==> src/rtl/zero_pattern_gen_if.sv <==
// Request/result handshake bundle for zero_pattern_gen.
// The master side issues requests and consumes results; the slave side is the generator.
interface zero_pattern_gen_if #(
    parameter int WIDTH = 32
);
    localparam int CW = $clog2(WIDTH) + 1;

    logic             in_valid;
    logic             in_ready;
    logic [CW-1:0]    count;
    logic             leading_or_trailing;
    logic             out_valid;
    logic             out_ready;
    logic [WIDTH-1:0] data;
    logic             err;

    modport master (
        output in_valid,
        output count,
        output leading_or_trailing,
        output out_ready,
        input  in_ready,
        input  out_valid,
        input  data,
        input  err
    );

    modport slave (
        input  in_valid,
        input  count,
        input  leading_or_trailing,
        input  out_ready,
        output in_ready,
        output out_valid,
        output data,
        output err
    );
endinterface

==> src/rtl/zero_pattern_gen.sv <==
// Builds the canonical word with exactly `count` leading (or trailing) zeros
// followed by a single 1 by walking a one-hot seed across the word, one bit per cycle.
//
// state | meaning
// IDLE  | waiting for a request, in_ready = 1
// SHIFT | moving the seed bit one position per cycle until the counter empties
// DONE  | result valid, held until the consumer takes it
module zero_pattern_gen #(
    parameter int WIDTH = 32
) (
    input  logic                 clk,
    input  logic                 rst_n,
    zero_pattern_gen_if.slave    bus
);
    localparam int CW = $clog2(WIDTH) + 1;
    localparam logic [CW-1:0]    WIDTH_C = CW'(WIDTH);
    localparam logic [WIDTH-1:0] MSB_ONLY = {1'b1, {(WIDTH-1){1'b0}}};
    localparam logic [WIDTH-1:0] LSB_ONLY = {{(WIDTH-1){1'b0}}, 1'b1};

    typedef enum logic [1:0] {
        IDLE  = 2'd0,
        SHIFT = 2'd1,
        DONE  = 2'd2
    } state_t;

    state_t           state_q;
    logic [WIDTH-1:0] data_q;
    logic [CW-1:0]    cnt_q;
    logic             dir_q;
    logic             err_q;
    logic             in_ready_q;
    logic             out_valid_q;

    logic [WIDTH-1:0] seed_d;
    logic [WIDTH-1:0] shift_d;

    // Seed for a new request and the one-step shift of the current word (zero fill).
    always_comb begin
        seed_d  = bus.leading_or_trailing ? MSB_ONLY : LSB_ONLY;
        shift_d = dir_q ? (data_q >> 1) : (data_q << 1);
    end

    // Control FSM; handshake outputs are registered alongside the state.
    always_ff @(posedge clk or negedge rst_n) begin
        if (!rst_n) begin
            state_q     <= IDLE;
            data_q      <= '0;
            cnt_q       <= '0;
            dir_q       <= 1'b0;
            err_q       <= 1'b0;
            in_ready_q  <= 1'b1;
            out_valid_q <= 1'b0;
        end else begin
            case (state_q)
                IDLE: begin
                    if (bus.in_valid) begin
                        dir_q      <= bus.leading_or_trailing;
                        in_ready_q <= 1'b0;
                        if (bus.count > WIDTH_C) begin
                            // Out-of-range request: report immediately, no shifting.
                            data_q      <= '0;
                            cnt_q       <= '0;
                            err_q       <= 1'b1;
                            out_valid_q <= 1'b1;
                            state_q     <= DONE;
                        end else begin
                            data_q <= seed_d;
                            cnt_q  <= bus.count;
                            err_q  <= 1'b0;
                            if (bus.count == '0) begin
                                out_valid_q <= 1'b1;
                                state_q     <= DONE;
                            end else begin
                                state_q <= SHIFT;
                            end
                        end
                    end
                end
                SHIFT: begin
                    data_q <= shift_d;
                    cnt_q  <= cnt_q - 1'b1;
                    if (cnt_q == CW'(1)) begin
                        out_valid_q <= 1'b1;
                        state_q     <= DONE;
                    end
                end
                DONE: begin
                    // Data is kept after the handshake; only the error flag clears.
                    if (bus.out_ready) begin
                        err_q       <= 1'b0;
                        out_valid_q <= 1'b0;
                        in_ready_q  <= 1'b1;
                        state_q     <= IDLE;
                    end
                end
                default: begin
                    state_q     <= IDLE;
                    in_ready_q  <= 1'b1;
                    out_valid_q <= 1'b0;
                end
            endcase
        end
    end

    assign bus.in_ready  = in_ready_q;
    assign bus.out_valid = out_valid_q;
    assign bus.data      = data_q;
    assign bus.err       = err_q;
endmodule

==> src/flat_wrapper.sv <==
// flat-port wrapper written by rule: the top's interface ports become plain ports
module zero_pattern_gen_flat 
#(
    parameter int WIDTH = 32
)
  (clk, rst_n, bus_in_valid, bus_count, bus_leading_or_trailing, bus_out_ready, bus_in_ready, bus_out_valid, bus_data, bus_err);
  zero_pattern_gen_if #(.WIDTH(WIDTH)) bus_i ();
  input  logic clk;
  input  logic rst_n;
  input wire logic [$bits(bus_i.in_valid)-1:0] bus_in_valid;
  input wire logic [$bits(bus_i.count)-1:0] bus_count;
  input wire logic [$bits(bus_i.leading_or_trailing)-1:0] bus_leading_or_trailing;
  input wire logic [$bits(bus_i.out_ready)-1:0] bus_out_ready;
  output wire logic [$bits(bus_i.in_ready)-1:0] bus_in_ready;
  output wire logic [$bits(bus_i.out_valid)-1:0] bus_out_valid;
  output wire logic [$bits(bus_i.data)-1:0] bus_data;
  output wire logic [$bits(bus_i.err)-1:0] bus_err;
  assign bus_i.in_valid = bus_in_valid;
  assign bus_i.count = bus_count;
  assign bus_i.leading_or_trailing = bus_leading_or_trailing;
  assign bus_i.out_ready = bus_out_ready;
  assign bus_in_ready = bus_i.in_ready;
  assign bus_out_valid = bus_i.out_valid;
  assign bus_data = bus_i.data;
  assign bus_err = bus_i.err;
  zero_pattern_gen #(.WIDTH(WIDTH)) u_core (.clk(clk), .rst_n(rst_n), .bus(bus_i));
endmodule
==> config.mk <==
export PLATFORM = sky130hd
export DESIGN_NAME = zero_pattern_gen_flat
export DESIGN_NICKNAME = d
export VERILOG_FILES = /design/src/rtl/zero_pattern_gen_if.sv /design/src/rtl/zero_pattern_gen.sv /design/src/flat_wrapper.sv
export SDC_FILE = /design/constraint.sdc
export NUM_CORES = 1
export LEC_CHECK = 0
export CAP_MARGIN = 10
export CORE_MARGIN = 2
export CORE_UTILIZATION = 50
export CTS_CLUSTER_DIAMETER = 60
export DETAILED_ROUTE_END_ITERATION = 6
export PLACE_DENSITY = 0.78
export SLEW_MARGIN = 20
export SYNTH_ARGS = -nofsm -noshare
export SYNTH_HDL_FRONTEND = slang
export SYNTH_SLANG_ARGS = --single-unit
==> constraint.sdc <==
create_clock -name clk -period 4.55 [get_ports clk]
set_input_delay 0.6825 -clock clk [delete_from_list [all_inputs] [get_ports clk]]
set_output_delay 0.6825 -clock clk [all_outputs]
set_load 0.03 [all_outputs]
==> results of run 1 <==
## cells in the final DEF, fill, tap and decap left out, drive strengths merged, types with 2 or more instances in the layout
master / count
o22a: 2
o31ai: 32
o311ai: 2
nand4: 2
inv: 6
clkdlybuf4s50: 44
clkbuf: 7
nand2: 39
nor2: 5
a21oi: 4
nor4bb: 2
or3: 3
mux2i: 32
ha: 2
a32oi: 2
nor2b: 5
or4: 4
o21ai: 5
dfrtp: 43
nor3: 2
nand2b: 3
buf: 4
## stage by stage
step / hold WS [ns] / cells / area [um2] / worst slack, ns / total power [mW]
6_report: 0.370 / 321 / 2890 / 2.37 / 1.29
5_1_grt: 0.419 / 321 / 2890 / 2.21 / 1.37
4_1_cts: 0.512 / 321 / 2890 / 2.35 / 1.30
3_5_place_dp: 0.494 / 313 / 2800 / 2.07 / 1.04
3_3_place_gp: 0.481 / 313 / 2800 / 2.09 / 1.04
2_1_floorplan: 0.387 / 232 / 2340 / 2.92 / 0.907
## metal layers
metal / vias to the layer above / track usage
li1: 935 / -
met1: 941 / 0.294
met2: 57 / 0.309
met3: 8 / 0.0458
met4: 0 / 0.0638
met5: - / 0
## where the power goes
part / internal [mW] / leakage [nW] / switching (mW) / total [mW]
registers: 0.450 / 0.593 / 0.0852 / 0.536
logic: 0.203 / 0.539 / 0.297 / 0.499
clock network: 0.123 / 0.0445 / 0.133 / 0.256
## registers in the layout (all words and copies together), names as in the netlist
| register | count |
|---|---|
| u_core.bus.err | 1 |
| u_core.bus.data | 32 |
| u_core.state_q | 2 |
| u_core.bus.in_ready | 1 |
| u_core.dir_q | 1 |
| u_core.cnt_q | 6 |
| u_core.bus.out_valid | 1 |
## kinds of logic after synthesis
family,Yosys count,synth area share
mux,32,0.137
buf+inv,25,0.0433
simple gates,70,0.151
compound gates,59,0.187
fa+ha+maj,2,0.0107
flops,44,0.471
## synth_stat cells
cell type	n	area share
a211o_1	1	0.0037
a211oi_1	1	0.0032
a21boi_0	1	0.0032
a21oi_1	4	0.0086
a22o_1	1	0.0037
a2bb2oi_1	1	0.0037
a311o_1	1	0.0043
a311oi_1	1	0.0037
a31oi_1	1	0.0027
a32oi_1	2	0.0075
buf_1	4	0.0064
buf_2	6	0.013
clkbuf_1	9	0.014
dfrtp_1	43	0.46
dfstp_2	1	0.011
ha_1	2	0.011
inv_1	6	0.0096
mux2i_1	32	0.14
nand2_1	39	0.063
nand2b_1	3	0.0080
nand3_1	1	0.0021
nand3b_1	1	0.0032
nand4_1	2	0.0053
nand4b_1	1	0.0037
nor2_1	5	0.0080
nor2b_1	5	0.013
nor3_1	2	0.0043
nor3b_1	1	0.0032
nor4bb_1	2	0.0086
o211ai_1	1	0.0032
o21ai_0	5	0.011
o21bai_1	1	0.0032
o221ai_1	1	0.0037
o22a_1	2	0.0075
o311ai_0	1	0.0037
o311ai_1	1	0.0037
o31ai_1	32	0.10
o32ai_1	1	0.0037
or3_1	2	0.0053
or3_4	1	0.0048
or3b_2	1	0.0037
or4_1	3	0.0096
or4_4	1	0.0048
## worst paths after layout
| path | start | endpoint | slack [ns] | cells past startpoint |
|---|---|---|---|---|
| setup / recovery | u_core.bus.in_ready$_DFFE_PN1P_ | bus_in_ready | 2.37 | 1 |
| hold / removal | rst_n | u_core.bus.data[16]$_DFFE_PN0P_ | 0.37 | 1 |
| setup reg to reg | u_core.state_q[0]$_DFFE_PN0P_ | u_core.cnt_q[4]$_DFFE_PN0P_ | 2.37 | 3 |
| hold reg to reg | u_core.bus.out_valid$_DFFE_PN0P_ | u_core.bus.out_valid$_DFFE_PN0P_ | 0.50 | 2 |
| max in group asynchronous | rst_n | u_core.bus.in_ready$_DFFE_PN1P_ | 3.80 | 1 |
| min in group clk | u_core.bus.out_valid$_DFFE_PN0P_ | u_core.bus.out_valid$_DFFE_PN0P_ | 0.50 | 2 |
## area by class of cell
type,instances,area share
tap,52,0.0225
timing repair buffer,48,0.163
sequential,44,0.381
multi-input combinational,163,0.394
inverter,6,0.00779
clock buffer,7,0.0298
clock inverter,1,0.00260
==> impl_results.md, run 1 <==
* Outcome: complete, no violations
* CTS tree: built
* Gr ovfl total at 0
* Postcts setup bufs at 0
* DRC at 0
* Worst slew margin at 0.333
* CP cell instances: clkdlybuf4s50_1
* Routability congestion estimate at 0.796
* Post-Syn Instances at between 200 and 250
* Layout Utilization at 0.651
* Register area at 1100 um2
* Worst Path Max Fanout at 3
* DR vias at 1,941
* Ant. Diodes at 0
* Share of layout cells above drive strength 1 at 0.0595
* Syn. warnings at 0
* Leakage power total at roughly 1.2 nW
* PostCTS Resize Cnt at 0
* Nets@finish at approximately 280
* Synthesized cell area at 2340 um2
* Synth Register Bits at 44
* Setup Skew at 0.00716 ns
* Element type at the critical path end: output pin
* Hpwl dp at 3200 um
* Post-CTS Hold Fix Bufs at 0
* Period minus WS final at ~2.2 ns
* Post-synth net total at 245
* Largest net degree at the start of global routing at 47
* Fmax at 0.458 GHz
* IO Count at 46
* Max stage delay on crit path at ~0.66 ns
* Port Buf Inserts at between 40 and 50
* WL/cell at 15.3 um
* Routed vias/inst at between 6 and 7
* Syn avg cell area at 10.1 um2
* Final Max Slew Viols at 0
* Top Metal Used: met4
* Max VDD drop at approximately 0.28 mV
* CP Class: flip-flop to output pin
* Fin crit share at 0.480
* Starting Density at 0.526
* Core Region at 4440 um2
* Initial antenna violation count at 0
* Worst-Margin Slew at ~1.0 ns
* Multi-input gate area at 1140 um2
* First-pass GRT wire length at 8470 um
* Worst setup SP type: flip-flop
* Clk root buf: clkbuf_8
* Fin Setup TNS at 0 ns
* CP Buf/Inv Count at 1
* Synthesis-to-layout area growth at 23.7%
* Vias in the first global route at 1,778
* Die height at just over 70 um
* Placement Rows at 24
* Clock Pin Slew Worst Setup and Hold Paths at 0.08 ns
* Die width at 72.4 um
* WL met3 at 247 um
* Worst-case clock buffer depth at 2
* CTS sink count at 44
* DRT Pass-1 Iters at 4
* Synth unique cells at between 40 and 50
* CP required at 3.87 ns
* DR WL met2 at 2250 um
* CTS H-Tree Depth at 2
* Max-Cap Viols at 0
* Tot GR Track Use at 0.204
* M1 wire length at between 2000 and 2500 um
* RSZ-0062 raised after global routing: no
* Pwr Density at ~450 nW/um2
* Critical path's slowest cell: clkdlybuf4s50_1
* Hold Violations, Final at 0
* Crit path max-delay family: buffers and inverters
* Insertion delay to the later sink of the worst-skew pair at approximately 0.30 ns
* Initial drt markers at between 200 and 250
* Fill cells at 371
* Post-Route WL at 4920 um
* HP Class: input pin to asynchronous set/reset pin
* Final setup fails at 0
* TritonCTS Buffers at 5
* Seq/Total Area, Yosys at 0.471
* DRT antenna net count at 0
* Die ar. at 5240 um2
* CP arrival at approximately 1.5 ns
(Power assumes the default switching activity.)
==> run 2: changes to the inputs <==
--- a/config.mk
+++ b/config.mk
@@ -7,10 +7,10 @@
 export LEC_CHECK = 0
 export CAP_MARGIN = 10
 export CORE_MARGIN = 2
-export CORE_UTILIZATION = 50
+export CORE_UTILIZATION = 46
 export CTS_CLUSTER_DIAMETER = 60
 export DETAILED_ROUTE_END_ITERATION = 6
-export PLACE_DENSITY = 0.78
+export PLACE_DENSITY = 0.75
 export SLEW_MARGIN = 20
 export SYNTH_ARGS = -nofsm -noshare
 export SYNTH_HDL_FRONTEND = slang
==> constraint.sdc (replaced) <==
create_clock -name clk -period 2 [get_ports clk]
set_input_delay 0.3 -clock clk [delete_from_list [all_inputs] [get_ports clk]]
set_output_delay 0.3 -clock clk [all_outputs]
set_load 0.03 [all_outputs]
==> impl_results.md, run 2 (same netlist as run 1, synthesis figures left out) <==
* Initial antenna violation count at 0 (unchanged)
* Fin Setup TNS at 0 ns (unchanged)
* Routability congestion estimate at 0.875 (was 0.796)
* Post-CTS Hold Fix Bufs at 1 (was 0)
* WL/cell at 14.9 um (was 15.3 um)
* Critical path's slowest cell: clkdlybuf4s50_1 (unchanged)
* Period minus WS final at 1.81 ns
* Postcts setup bufs at 0 (unchanged)
* Outcome: complete, no violations (unchanged)
* Fin crit share at 0.907
* Placed Cells incl. Taps at 336 (was 313)
* M1 wire length at 2380 um (was 2370 um)
* Vias in the first global route at 1,895 (was 1,778)
* Clock Pin Slew Worst Setup and Hold Paths at 0.09 ns (was 0.08 ns)
* DRT antenna net count at 0 (unchanged)
* Clk root buf: clkbuf_8 (unchanged)
* Final Max Slew Viols at 0 (unchanged)
* IO Count at 46 (unchanged)
* Crit path launch: u_core.bus.in_ready$_DFFE_PN1P_ (unchanged)
* Insertion delay to the later sink of the worst-skew pair at 0.29 ns (was 0.30 ns)
* HP Class: flip-flop to flip-flop (was input pin to asynchronous set/reset pin)
* Leakage power total at 1.24 nW (was 1.18 nW)
* Largest register FFs at 32 (unchanged)
* Max VDD drop at 0.623 mV (was 0.279 mV)
* Core Region at 4820 um2 (was 4440 um2)
* Pwr Density at 1040 nW/um2 (was 446 nW/um2)
* CTS tree: built (unchanged)
* Final cell count without fillers at 345 (was 321)
* Most common cell after layout, fill and taps aside: clkdlybuf4s50_1 (unchanged)
* First-pass GRT wire length at 8890 um (was 8470 um)
* Largest net degree at the start of global routing at 38 (was 47)
* Worst Path Max Fanout at 3 (unchanged)
* DR WL met2 at 2440 um (was 2250 um)
* WL met3 at 268 um (was 247 um)
* Fill cells at 428 (was 371)
* Element type at the critical path end: output pin (unchanged)
* TritonCTS Buffers at 5 (unchanged)
* Port Buf Inserts at 45 (unchanged)
* Final setup margin at 0.186 ns (was 2.37 ns)
* Gr ovfl total at 0 (unchanged)
* Routed vias/inst at 5.68 (was 6.05)
* CP cell instances: clkdlybuf4s50_1 (unchanged)
* Multi-input gate area at 1140 um2 (unchanged)
* PostCTS Resize Cnt at 0 (unchanged)
* Initial drt markers at 175 (was 214)
* Register area at 1100 um2 (unchanged)
* Most frequent cells in the layout: clkdlybuf4s50_1, dfrtp_1, nand2_1, mux2i_1, o31ai_1 (unchanged)
* Worst reg2reg path startpoint: u_core.cnt_q[1]$_DFFE_PN0P_ (was u_core.state_q[0]$_DFFE_PN0P_)
* DRC at 0 (unchanged)
* Synthesis-to-layout area growth at 29.2% (was 23.7%)
* Max stage delay on crit path at 0.67 ns (was 0.66 ns)
* Placement Rows at 25 (was 24)
* Die ar. at 5670 um2 (was 5240 um2)
* DR vias at 1,960 (was 1,941)
* CTS H-Tree Depth at 2 (unchanged)
* Setup Skew at 0.00574 ns (was 0.00716 ns)
* Tot GR Track Use at 0.202 (was 0.204)
* Die width at 75.3 um (was 72.4 um)
* Hold path startpoint: u_core.bus.out_valid$_DFFE_PN0P_
* RSZ-0062 raised after global routing: no (unchanged)
* Nets@finish at 290 (was 281)
* Top Metal Used: met4 (unchanged)
* Ant. Diodes at 0 (unchanged)
* CP Buf/Inv Count at 1 (unchanged)
* Fmax at roughly 0.55 GHz
* CP Class: flip-flop to output pin (unchanged)
* Die height at 75.3 um (was 72.4 um)
* Worst-case clock buffer depth at 2 (unchanged)
* Post-Route WL at 5150 um (was 4920 um)
* Max-Cap Viols at 0 (unchanged)
* Starting Density at 0.485 (was 0.526)
* Hold Violations, Final at 0 (unchanged)
* Hpwl dp at 3530 um (was 3200 um)
* CP required at 1.70 ns (was 3.87 ns)
* DRT Pass-1 Iters at 4 (unchanged)
* CP arrival at 1.51 ns (was 1.50 ns)
* Worst setup SP type: flip-flop (unchanged)
* Dpl ws at 0.289 ns (was 2.07 ns)
* Worst slew margin at 0.672 (was 0.333)
* Share of layout cells above drive strength 1 at 0.0899 (was 0.0595)
* Crit path max-delay family: buffers and inverters (unchanged)
* Final setup fails at 0 (unchanged)
* CTS sink count at 44 (unchanged)
* Worst-Margin Slew at 0.491 ns (was 1.00 ns)
[run 2: path summary, 6_finish.rpt]
path / slack [ns] / depth (start not counted) / to
worst max-delay path: 0.19 / 1 / bus_in_ready
worst min-delay path: 0.49 / 2 / u_core.bus.out_valid$_DFFE_PN0P_
worst max register to register: 0.25 / 5 / u_core.cnt_q[4]$_DFFE_PN0P_
worst min register to register: 0.49 / 2 / u_core.bus.out_valid$_DFFE_PN0P_
max in group asynchronous: 0.92 / 3 / u_core.bus.in_ready$_DFFE_PN1P_
min in group asynchronous: 0.52 / 2 / u_core.bus.data[14]$_DFFE_PN0P_
[run 2: metrics by stage]
step	area (um2)	total power [mW]	hold WS, ns	utilization
after floorplan	2340	2.06	0.00441	-
after global placement	2900	2.45	0.289	0.602
after detailed placement	2900	2.47	0.293	0.602
after CTS	3020	3.15	0.499	0.627
after global routing	3020	3.32	0.518	0.627
final	3020	3.13	0.488	0.627
[run 2: layer usage]
metal / vias to the layer above / GRT usage
li1: 947 / -
met1: 935 / 0.275
met2: 70 / 0.328
met3: 8 / 0.0317
met4: 0 / 0.0780
met5: - / 0
[run 2: worst min-delay path, cell delays in order (launching register included)]
cell and delay [ns]:
dfrtp_1 0.35, nand2_1 0.05, nand4_1 0.06
[run 2: final cells by class]
type,count,share of cell area
Multi-Input combinational cell,163,0.377
Tap cell,67,0.0277
Inverter,6,0.00745
Timing Repair Buffer,57,0.186
Clock inverter,3,0.0141
Clock buffer,5,0.0228
Sequential cell,44,0.365
[run 2: power by group]
part | leakage [nW] | switching [mW] | internal, mW
clock | 0.0541 | 0.303 | 0.370
sequential | 0.593 | 0.143 | 1.03
combinational | 0.591 | 0.759 | 0.531
